$ cat src/rtl/mem_arb_pkg.sv
// Shared types for the fetch/data memory arbiter: FSM states, port ids, default widths.
package mem_arb_pkg;

  localparam int ADDR_W_DEF  = 16;
  localparam int DATA_W_DEF  = 16;
  localparam int TIMEOUT_DEF = 15;

  typedef enum logic [1:0] {IDLE, ACCESS, DONE} state_t;
  typedef enum logic {FETCH = 1'b0, DATA = 1'b1} port_t;

  function automatic port_t other_port(input port_t p);
    return (p == FETCH) ? DATA : FETCH;
  endfunction

endpackage

$ cat src/rtl/mem_arb_grant_sel.sv
// Combinational alternating-priority picker between the fetch and data ports.
module mem_arb_grant_sel
  import mem_arb_pkg::*;
(
  input  logic  fetch_req,
  input  logic  data_req,
  input  port_t last_grant,
  input  logic  exclude_en,
  input  port_t exclude_port,
  output port_t grant,
  output logic  grant_valid
);

  logic fetch_ok, data_ok;

  assign fetch_ok    = fetch_req && !(exclude_en && exclude_port == FETCH);
  assign data_ok     = data_req  && !(exclude_en && exclude_port == DATA);
  assign grant_valid = fetch_ok || data_ok;

  // On contention the port that did not win last time goes first.
  always_comb begin
    grant = FETCH;
    if (fetch_ok && data_ok) grant = other_port(last_grant);
    else if (data_ok)        grant = DATA;
  end

endmodule

$ cat src/rtl/mem_access_arbiter.sv
// Arbitrates fetch and data ports onto the single-port word memory bus.
// Optional access timeout abort enabled by defining MEM_ARB_TIMEOUT_EN.
module mem_access_arbiter
  import mem_arb_pkg::*;
#(
  parameter int ADDR_W         = ADDR_W_DEF,
  parameter int DATA_W         = DATA_W_DEF,
  parameter int TIMEOUT_CYCLES = TIMEOUT_DEF
) (
  input  logic              clk,
  input  logic              rst,
  input  logic              inputFetchReq,
  input  logic [ADDR_W-1:0] inputFetchAddress,
  output logic [DATA_W-1:0] outputFetchRdata,
  output logic              outputFetchDone,
  input  logic              inputDataReq,
  input  logic              inputDataWnR,
  input  logic [ADDR_W-1:0] inputDataAddress,
  input  logic [DATA_W-1:0] inputDataWdata,
  output logic [DATA_W-1:0] outputDataRdata,
  output logic              outputDataDone,
  output logic              outputMemSelect,
  output logic              outputMemWnR,
  output logic [ADDR_W-1:0] outputMemAddress,
  output logic [DATA_W-1:0] outputMemWdata,
  input  logic [DATA_W-1:0] inputMemRdata,
  input  logic              inputMemValid,
  output logic              outputError
);

  state_t state_q, state_d;
  port_t  gnt_q, gnt_sel;
  logic   gnt_vld, load, finish, abort;
  logic [DATA_W-1:0] cap_data;

  // From DONE the just-served port is masked so its still-high req is not reissued.
  mem_arb_grant_sel u_grant_sel (
    .fetch_req    (inputFetchReq),
    .data_req     (inputDataReq),
    .last_grant   (gnt_q),
    .exclude_en   (state_q == DONE),
    .exclude_port (gnt_q),
    .grant        (gnt_sel),
    .grant_valid  (gnt_vld)
  );

  always_comb begin
    state_d = state_q;
    load    = 1'b0;
    finish  = 1'b0;
    case (state_q)
      IDLE, DONE: begin
        if (gnt_vld) begin
          load    = 1'b1;
          state_d = ACCESS;
        end else begin
          state_d = IDLE;
        end
      end
      ACCESS: begin
        if (inputMemValid || abort) begin
          finish  = 1'b1;
          state_d = DONE;
        end
      end
      default: state_d = IDLE;
    endcase
  end

  assign cap_data = (abort || outputMemWnR) ? '0 : inputMemRdata;

  always_ff @(posedge clk or posedge rst) begin
    if (rst) begin
      state_q          <= IDLE;
      gnt_q            <= FETCH;
      outputMemSelect  <= 1'b0;
      outputMemWnR     <= 1'b0;
      outputMemAddress <= '0;
      outputMemWdata   <= '0;
      outputFetchRdata <= '0;
      outputDataRdata  <= '0;
    end else begin
      state_q <= state_d;
      if (load) begin
        gnt_q            <= gnt_sel;
        outputMemSelect  <= 1'b1;
        outputMemWnR     <= (gnt_sel == DATA) && inputDataWnR;
        outputMemAddress <= (gnt_sel == DATA) ? inputDataAddress : inputFetchAddress;
        outputMemWdata   <= (gnt_sel == DATA) ? inputDataWdata : '0;
      end else if (finish) begin
        outputMemSelect  <= 1'b0;
      end
      if (finish) begin
        if (gnt_q == FETCH) outputFetchRdata <= cap_data;
        else                outputDataRdata  <= cap_data;
      end
    end
  end

  assign outputFetchDone = (state_q == DONE) && (gnt_q == FETCH);
  assign outputDataDone  = (state_q == DONE) && (gnt_q == DATA);

`ifdef MEM_ARB_TIMEOUT_EN
  localparam int CNT_W = $clog2(TIMEOUT_CYCLES + 1);

  logic [CNT_W-1:0] to_cnt_q;
  logic             err_q;

  assign abort       = (state_q == ACCESS) && !inputMemValid && (to_cnt_q == CNT_W'(TIMEOUT_CYCLES));
  assign outputError = err_q;

  always_ff @(posedge clk or posedge rst) begin
    if (rst) begin
      to_cnt_q <= '0;
      err_q    <= 1'b0;
    end else begin
      err_q <= abort;
      if (load)                  to_cnt_q <= '0;
      else if (state_q == ACCESS) to_cnt_q <= to_cnt_q + 1'b1;
    end
  end
`else
  assign abort       = 1'b0;
  assign outputError = 1'b0;
`endif

endmodule

$ cat config.mk
export PLATFORM = sky130hd
export DESIGN_NAME = mem_access_arbiter
export DESIGN_NICKNAME = d
export VERILOG_FILES = /design/src/rtl/mem_arb_pkg.sv /design/src/rtl/mem_arb_grant_sel.sv /design/src/rtl/mem_access_arbiter.sv
export SDC_FILE = /design/constraint.sdc
export NUM_CORES = 1
export LEC_CHECK = 0
export CAP_MARGIN = 5
export CORE_ASPECT_RATIO = 1.2
export CORE_UTILIZATION = 37
export CTS_CLUSTER_SIZE = 25
export DETAILED_ROUTE_END_ITERATION = 8
export PLACE_DENSITY = 0.76
export SYNTH_ARGS = -nofsm -noshare
export SYNTH_HDL_FRONTEND = slang
export SYNTH_HIERARCHICAL = 1
export SYNTH_SLANG_ARGS = --single-unit
$ cat constraint.sdc
create_clock -name clk -period 2.8 [get_ports clk]
set_input_delay 0.56 -clock clk [delete_from_list [all_inputs] [get_ports clk]]
set_output_delay 0.56 -clock clk [all_outputs]
set_load 0.005 [all_outputs]
**Word-level counts from Yosys, hierarchy flattened**

Cells that the tools add are included.
W data, S select, Z words.

- Flip-flop bits (word level): 69
- Bits in latches: 0
- Memory bits (writable): 0
- Memory bits (read-only): 0
- Input port bits: 70
- Output and inout port bits: 69
- Word-level logic and storage cells: 41
- Memories kept: 0

- $add $sub $neg: 0
- Multipliers: 0
- Div/mod/pow operators: 0
- Magnitude comparators: 0
- Equal/unequal tests: 3
- Shifts and indexed selects: 0
- Mux-type cells: 15
- Bitwise operators: 1
- Reductions and logical operators: 14

Operator list:

| kind | count |
|---|---|
| $mux W16 | 3 |
| $mux W1 | 10 |
| $logic_and A1 B1 Y1 | 6 |
| $pmux W2 S2 | 1 |
| $reduce_and A2 Y1 | 2 |
| $eq A2 B1 Y1 const B | 1 |
| $eq A2 B2 Y1 const B | 1 |
| $logic_not A1 Y1 | 2 |
| $logic_not A2 Y1 | 1 |
| $mux W2 | 1 |
| $ne A2 B2 Y1 const B | 1 |
| $reduce_bool A2 Y1 | 1 |
| $reduce_or A2 Y1 | 1 |
| $logic_or A1 B1 Y1 | 1 |
| $not A1 Y1 | 1 |

**Depth between registers and ports, before layout**

Gate-level depths: netlist of run 1.

- Depth after elaboration: 8
- Depth in mapped cells: 8
- Gate-level depth less buffers: 5

**Cells and area by module**

The synthesis of run 1 kept the hierarchy.

Modules (own cells, without submodules):

| module | times used | cells each | area each (sq um) | seq. area each (sq um) |
|---|---|---|---|---|
| mem_access_arbiter | 1 | 228 | 3,166.8 | 1,726.7 |
| mem_arb_grant_sel | 1 | 6 | 36.3 | 0.0 |

**Worst setup path after synthesis of run 1**

No wires, ideal clock.

- Path type: reg-to-reg
- From: register state_q[0]
- To: register outputMemAddress[10]
- Library setup time: 0.125 ns
- Arrival: 1.614 ns
- Required time: 2.675 ns
- Setup slack: 1.061 ns
- Cell stages (with the launch flop): 7
- Buffers on the path: 2
- Clock period less this slack: 1.739 ns
- Cells stage by stage: dfrtp_1 nor2b_1 o211a_1 buf_6 buf_6 mux2_2 mux2_2

- Word-level cells in the longest chain between the ends: 7
- Elaborated cells on any way between the ends: 16
- Those cells by class: eq/ne: 1; mux: 5; reduce/logical: 10

RTL lines:

| item | line | RTL |
|---|---|---|
| from (decl) | mem_access_arbiter.sv:31 | `state_t state_q, state_d;` |
| from (signal assigned) | mem_access_arbiter.sv:83 | `state_q <= state_d;` |
| $eq A2 B2 Y1 (*) | mem_access_arbiter.sv:41 | `.exclude_en (state_q == DONE),` |
| $logic_and A1 B1 Y1, on equally long branches | mem_arb_grant_sel.sv:17, mem_arb_grant_sel.sv:16 |  |
| $logic_not A1 Y1, on equally long branches | mem_arb_grant_sel.sv:17, mem_arb_grant_sel.sv:16 |  |
| $logic_and A1 B1 Y1, on equally long branches | mem_arb_grant_sel.sv:17, mem_arb_grant_sel.sv:16 |  |
| $mux W1 / $logic_and A1 B1 Y1 (equally long branches) | mem_arb_grant_sel.sv:24, mem_arb_grant_sel.sv:23 |  |
| $mux W1 (*) | mem_arb_grant_sel.sv:23 | `if (fetch_ok && data_ok) grant = other_port(last_grant);` |
| via gnt_sel | mem_access_arbiter.sv:32 | `port_t gnt_q, gnt_sel;` |
| $mux W16 (*) | mem_access_arbiter.sv:88 | `outputMemAddress <= (gnt_sel == DATA) ? inputDataAddress : inputFetchAddress;` |
| to (signal assigned) | mem_access_arbiter.sv:88 |  |
| to (decl) | mem_access_arbiter.sv:24 | `output logic [ADDR_W-1:0] outputMemAddress,` |

The timed path passes the listed nets; every way through them passes the cells marked *.
A chain may end at the register's enable or synchronous reset.

**Worst setup path after layout of run 1**

- From: register state_q[0]
- To: output port outputFetchDone

- Word-level cells in the longest chain between the ends: 2

RTL lines:

| item | line | RTL |
|---|---|---|
| $eq A2 B2 Y1 | mem_access_arbiter.sv:100 | `assign outputFetchDone = (state_q == DONE) && (gnt_q == FETCH);` |
| $logic_and A1 B1 Y1 | mem_access_arbiter.sv:100 |  |
| to (decl) | mem_access_arbiter.sv:15 | `output logic outputFetchDone,` |

No other way between the ends.

==> flow_metrics.env, run 1 <==
export IMPL_status="finished, final reports clean"
export IMPL_post_cts_resized=0
export IMPL_place_hpwl_mm=5.146
export IMPL_grt_pass1_wl_mm=11.61
export IMPL_postRouteAntennaNets=0
export IMPL_arrival_ns=1.77
export IMPL_synth_edf_count=0
export IMPL_wl_per_cell_um=14.66
export IMPL_hold_buffers=0
export IMPL_layout_drive_gt1_share_pct=23.68
export IMPL_p_int_w=0.003345
export IMPL_synth_nets=304
export IMPL_diodes=0
export IMPL_wl_met2_mm=3.771
export IMPL_totalWireLength_mm=7.244
export IMPL_dr_wl_met3_um=418
export IMPL_syn_area_per_cell_um2=13.69
export IMPL_power_share_switching_pct=29.14
export IMPL_hold_class="input port to async pin"
export IMPL_path_clk_slew_ns=0.07
export IMPL_num_io_pins=139
export IMPL_core_area_mm2=0.008243
export IMPL_r2r_start="state_q[0]"
export IMPL_synth_cell_types=25
export IMPL_slowest_delay_ns=0.50
export IMPL_cp_start_kind="flip-flop"
export IMPL_cp_cell_sequence="nor2b_1, and2b_2, clkdlybuf4s50_1"
export IMPL_setup_violations_final=0
export IMPL_yosysWarnings=6
export IMPL_dp_cells=478
export IMPL_crit_path_end_kind="output pin"
export IMPL_cts_max_level=3
export IMPL_dr_max_layer_used="met4"
export IMPL_yosysSeqAreaShare_pct=53.91
export IMPL_nFillCells=708
export IMPL_cp_required_ns=2.24
export IMPL_grt_pass1_vias=2338
export IMPL_ir_drop_mv=0.3839
export IMPL_synthArstFlopShare_pct=100.0
export IMPL_fmax_mhz=429.8
export IMPL_cpMaxStageDelayCell="clkdlybuf4s50_1"
export IMPL_tns_ns=0
export IMPL_clockPowerShare_pct=14.5
export IMPL_pwr_share_seq_pct=37.3
export IMPL_portBuffers=137
export IMPL_netlist_area_mm2=0.003203
export IMPL_relSlewSlack_pct=57.73
export IMPL_crit_family="buffers and inverters"
export IMPL_ys_ff_latch=69
export IMPL_pwr_share_comb_pct=48.2
export IMPL_stdcell_area_mm2=0.004821
export IMPL_fp_dieH_um=103.9
export IMPL_track_usage_pct=17.11
export IMPL_clkSinkCount=69
export IMPL_multi_input_area_mm2=0.001284
export IMPL_cts_root_buffer="clkbuf_8"
export IMPL_start_util_pct=38.86
export IMPL_drt_met1_wl_mm=2.924
export IMPL_place_area_mm2=0.004661
export IMPL_antenna_found_initial=0
export IMPL_insertion_delay_ns=0.34
export IMPL_viasPerCell=4.443
export IMPL_power_density_mw_per_mm2=979.2
export IMPL_yosysMostFrequentCell="dfrtp_1"
export IMPL_synth_ff_type="dfrtp_1"
export IMPL_fin_cells=494
export IMPL_rows=36
export IMPL_ff_latch_area_mm2=0.001727
export IMPL_finalHoldViolations=0
export IMPL_firstDrtPassIters=4
export IMPL_syn_inst=234
export IMPL_synthTopCellsByCount="dfrtp_1 (69), mux2_2 (45), mux2_4 (20)"
export IMPL_nNetsFinal=445
export IMPL_yosys_area_top_type="dfrtp_1"
export IMPL_max_cap_violations=0
export IMPL_grt_overflow=0
export IMPL_drtIter0Drc=85
export IMPL_gp_congestion=0.7032
export IMPL_rsz0062_at_grt="no"
export IMPL_cts_tree="done"
export IMPL_synth_area_top_cells="dfrtp_1 (54%), mux2_2 (16%), mux2_4 (9.4%), mux2i_1 (5.6%), and2b_1 (2.6%)"
export IMPL_finalCritPeriodShare_pct=83.09
export IMPL_fp_dieW_um=86.94
export IMPL_finalCoreUtilization_pct=58.49
export IMPL_die_area_mm2=0.009035
export IMPL_final_max_slew_viol_count=0
export IMPL_cp_max_fo=6
export IMPL_syn2layout_area_growth_pct=50.51
export IMPL_finalClockSkew_ns=0.005936
export IMPL_holdWs_ns=0.5045
export IMPL_synth_top_cell_area_share_pct=53.91
export IMPL_criticalPathCategory="flip-flop to output pin"
export IMPL_startpoint="state_q[0]"
export IMPL_cts_buffer_depth=2
export IMPL_cp_num_buf_inv=1
export IMPL_cts_setup_buffers=0
export IMPL_tightest_slew_ns=0.6340
export IMPL_grt_start_max_net_pins=55
export IMPL_cts_made_buffers=9
export IMPL_switchingPower_w=0.001375
export IMPL_via_count=2195
export IMPL_drc=0
export IMPL_static_leakage_power_nw=2.106
export IMPL_post_route_min_period_ns=2.326
[cell type report]
class                      instances  share of cell area [%]
multi-input combinational        132                   26.63
timing repair buffer             144                   29.80
sequential                        69                   35.82
tap                              114                   2.959
inverter                          19                   1.479
clock inverter                     4                  0.5191
clock buffer                      12                   2.803
[sequential cells by signal, summed over array words and instances (netlist names)]
name              flops
outputDataRdata      16
outputFetchRdata     16
outputMemAddress     16
outputMemWdata       16
state_q               2
gnt_q                 1
outputMemSelect       1
outputMemWnR          1
[worst paths after layout]
check                                            end  slack [ns]  depth (start not counted)
worst max-delay path                 outputFetchDone        0.47                          3
worst min-delay path               outputMemWdata[5]        0.50                          2
worst max register to register   outputMemAddress[2]        0.64                          4
worst min register to register  outputFetchRdata[15]        0.51                          1
max in group asynchronous               outputMemWnR        1.69                          3
min in group clk                outputFetchRdata[15]        0.51                          1
[cell families after synthesis]
kind of cell / share of synthesized area [%]
and+or+nand+nor: 8.203
muxes: 30.82
AOI/OAI and AO/OA: 0.7031
other: 0.1171
DFF: 53.91
buffers and inverters: 6.250
[per-layer routing]
layer	global-route usage, %	vias to the layer above
li1	-	1053
met2	29.30	77
met4	8.333	0
met3	4.206	8
met1	19.58	1057
met5	0	-
[metrics by stage]
| step | power (W) | worst slack (ns) |
|---|---|---|
| floorplan | 0.002865 | 0.5001 |
| global placement | 0.004020 | 0.3718 |
| detailed placement | 0.004079 | 0.3199 |
| CTS | 0.004794 | 0.4347 |
| global route | 0.005030 | 0.3888 |
| finish | 0.004721 | 0.4736 |
[layout by cell type, fill, tap and decap left out, types with 2 or more instances in the layout]
cell type | Yosys | layout
mux2i_1 | 18 | 18
inv_1 | 19 | 18
mux2_4 | 20 | 20
nor2b_1 | 7 | 6
buf_4 | 3 | 6
clkbuf_1 | 1 | 3
dfrtp_1 | 69 | 69
and2b_1 | 11 | 11
clkinv_2 | 0 | 2
mux2_2 | 45 | 45
clkdlybuf4s50_1 | 0 | 137
clkinvlp_4 | 0 | 2
clkbuf_8 | 0 | 9
nand2_1 | 19 | 19
[power by group through the flow]
stage / Combinational, W / Sequential (W) / Clock (W)
finish: 0.00228 / 0.00176 / 0.000685
global route: 0.00244 / 0.00182 / 0.000764
CTS: 0.00231 / 0.00176 / 0.000716
floorplan: 0.00108 / 0.00178 / 0
detailed placement: 0.00231 / 0.00177 / 0
global placement: 0.00226 / 0.00176 / 0
No activity file was read; power rests on OpenSTA's default activity.
==> inputs of run 2 (changes only) <==
--- a/config.mk
+++ b/config.mk
@@ -10,7 +10,7 @@
 export CORE_UTILIZATION = 37
 export CTS_CLUSTER_SIZE = 25
 export DETAILED_ROUTE_END_ITERATION = 8
-export PLACE_DENSITY = 0.76
+export PLACE_DENSITY = 0.79
 export SYNTH_ARGS = -nofsm -noshare
 export SYNTH_HDL_FRONTEND = slang
 export SYNTH_HIERARCHICAL = 1
==> constraint.sdc (replaced) <==
create_clock -name clk -period 2.1 [get_ports clk]
set_input_delay 0.42 -clock clk [delete_from_list [all_inputs] [get_ports clk]]
set_output_delay 0.42 -clock clk [all_outputs]
set_load 0.005 [all_outputs]
==> run 2 against run 1 <==
Compared with the run above: sequential power rose by 32%; utilization is 2.2 points higher; clock-buffer cell count down 3; wire length increased by 1.2%; sequential share of layout area decreased by 1.3 points.
==> flow_metrics.env, run 2 (synthesis gave the netlist of run 1 again) <==
export IMPL_status="finished, final reports clean"
export IMPL_post_route_min_period_ns=1.999
export IMPL_rows=36
export IMPL_drtIter0Drc=64
export IMPL_viasPerCell=4.535
export IMPL_grt_start_max_net_pins=58
export IMPL_layout_drive_gt1_share_pct=25.33
export IMPL_portBuffers=137
export IMPL_fp_dieH_um=103.9
export IMPL_clkSinkCount=69
export IMPL_crit_family="buffers and inverters"
export IMPL_cp_start_kind="flip-flop"
export IMPL_via_count=2254
export IMPL_start_util_pct=38.86
export IMPL_finalClockSkew_ns=0.01104
export IMPL_track_usage_pct=17.31
export IMPL_rsz0062_at_grt="no"
export IMPL_cp_max_fo=5
export IMPL_tns_ns=0
export IMPL_post_cts_resized=1
export IMPL_cts_made_buffers=9
export IMPL_layout_common_cells="clkdlybuf4s50_1 (137), dfrtp_1 (69), mux2_2 (45)"
export IMPL_finalHoldViolations=0
export IMPL_path_depth=3
export IMPL_diodes=0
export IMPL_hold_class="input port to async pin"
export IMPL_wl_per_cell_um=14.75
export IMPL_grt_pass1_wl_mm=12.09
export IMPL_num_io_pins=139
export IMPL_gp_congestion=0.7292
export IMPL_final_common_cell="clkdlybuf4s50_1"
export IMPL_cp_required_ns=1.68
export IMPL_ff2ff_path_depth=5
export IMPL_place_ws_ns=0.01375
export IMPL_cts_buffer_depth=2
export IMPL_postRouteAntennaNets=0
export IMPL_setup_violations_final=0
export IMPL_fp_dieW_um=86.94
export IMPL_arrival_ns=1.58
export IMPL_dp_cells=481
export IMPL_finalCritPeriodShare_pct=95.17
export IMPL_grt_pass1_vias=2448
export IMPL_firstDrtPassIters=4
export IMPL_path_clk_slew_ns=0.08
export IMPL_cpMaxStageDelayCell="clkdlybuf4s50_1"
export IMPL_slowest_delay_ns=0.51
export IMPL_max_cap_violations=0
export IMPL_drc=0
export IMPL_place_area_mm2=0.004750
export IMPL_nNetsFinal=448
export IMPL_totalWireLength_mm=7.331
export IMPL_power_density_mw_per_mm2=1364
export IMPL_insertion_delay_ns=0.33
export IMPL_cp_num_buf_inv=1
export IMPL_antenna_found_initial=0
export IMPL_ir_drop_mv=0.6564
export IMPL_cts_root_buffer="clkbuf_8"
export IMPL_final_max_slew_viol_count=0
export IMPL_core_area_mm2=0.008243
export IMPL_criticalPathCategory="flip-flop to output pin"
export IMPL_hold_buffers=0
export IMPL_die_area_mm2=0.009035
export IMPL_static_leakage_power_nw=2.180
export IMPL_fmax_mhz=500.4
export IMPL_cp_cell_sequence="nor2b_4, and2b_2, clkdlybuf4s50_1"
export IMPL_cts_tree="done"
export IMPL_syn2layout_area_growth_pct=56.25
export IMPL_grt_overflow=0
export IMPL_nFillCells=670
export IMPL_fin_cells=497
export IMPL_cts_max_level=3
export IMPL_fin_ws_ns=0.1015
export IMPL_crit_path_end_kind="output pin"
export IMPL_stdcell_area_mm2=0.005005
export IMPL_place_hpwl_mm=5.264
export IMPL_cts_setup_buffers=0
==> run 2: cell count changes in the layout (fill, tap and decap cells not counted), sizes merged <==
cell | before | now
buf | 7 | 10
bufinv | 0 | 3
clkbuf | 12 | 9
clkinv | 2 | 3
inv | 19 | 18
==> run 2: final cells by class <==
type | instances | area (um^2) | area share, %
flip-flops and latches | 69 | 1727 | 34.50
repair buffers | 147 | 1521 | 30.40
multi-input cells | 132 | 1291 | 25.80
well taps | 114 | 142.6 | 2.850
clock buffers | 9 | 123.9 | 2.475
clock inverters | 7 | 123.9 | 2.475
inverters | 19 | 75.07 | 1.500
==> run 2: worst paths after layout <==
| kind | end | start | slack, ns |
|---|---|---|---|
| max | outputFetchDone | state_q[1] | 0.10 |
| min | outputFetchRdata[14] | rst | 0.39 |
| max reg2reg | outputMemAddress[7] | state_q[1] | 0.40 |
| min reg2reg | outputDataRdata[11] | outputDataRdata[11] | 0.51 |
| max in group asynchronous | state_q[0] | rst | 1.10 |
| min in group clk | outputDataRdata[11] | outputDataRdata[11] | 0.51 |
==> run 2: metal layers <==
metal  share of wire (%)  track usage [%]  routed length (um)
met4                 1.9            6.905                 141
met1                  41            19.89                2981
met3                 4.4            3.571                 326
met5                   0                0                   0
met2                  53            30.76                3882
==> run 2: worst register-to-register path, cell delays in order (launching register included) <==
cell	delay (ns)
dfrtp_1	0.40
nor2b_4	0.21
o211a_1	0.23
buf_12	0.16
mux2_2	0.34
mux2_2	0.27
==> run 2: power breakdown <==
part | internal (W) | total [W] | switching [W] | leakage, nW
sequential | 0.00197 | 0.00233 | 0.000363 | 0.852
clock | 0.000795 | 0.00131 | 0.000515 | 0.120
combinational | 0.00218 | 0.00319 | 0.00101 | 1.21
total | 0.00494 | 0.00683 | 0.00189 | 2.18
==> run 2: per-stage QoR <==
| stage | hold slack [ns] | util (%) | total power, W |
|---|---|---|---|
| 2_1_floorplan | 0.5053 | - | 0.003821 |
| 3_3_place_gp | 0.4901 | 57.62 | 0.005481 |
| 3_5_place_dp | 0.4950 | 57.62 | 0.005565 |
| 4_1_cts | 0.3842 | 60.66 | 0.006923 |
| 5_1_grt | 0.3934 | 60.72 | 0.007238 |
| 6_report | 0.3892 | 60.72 | 0.006829 |
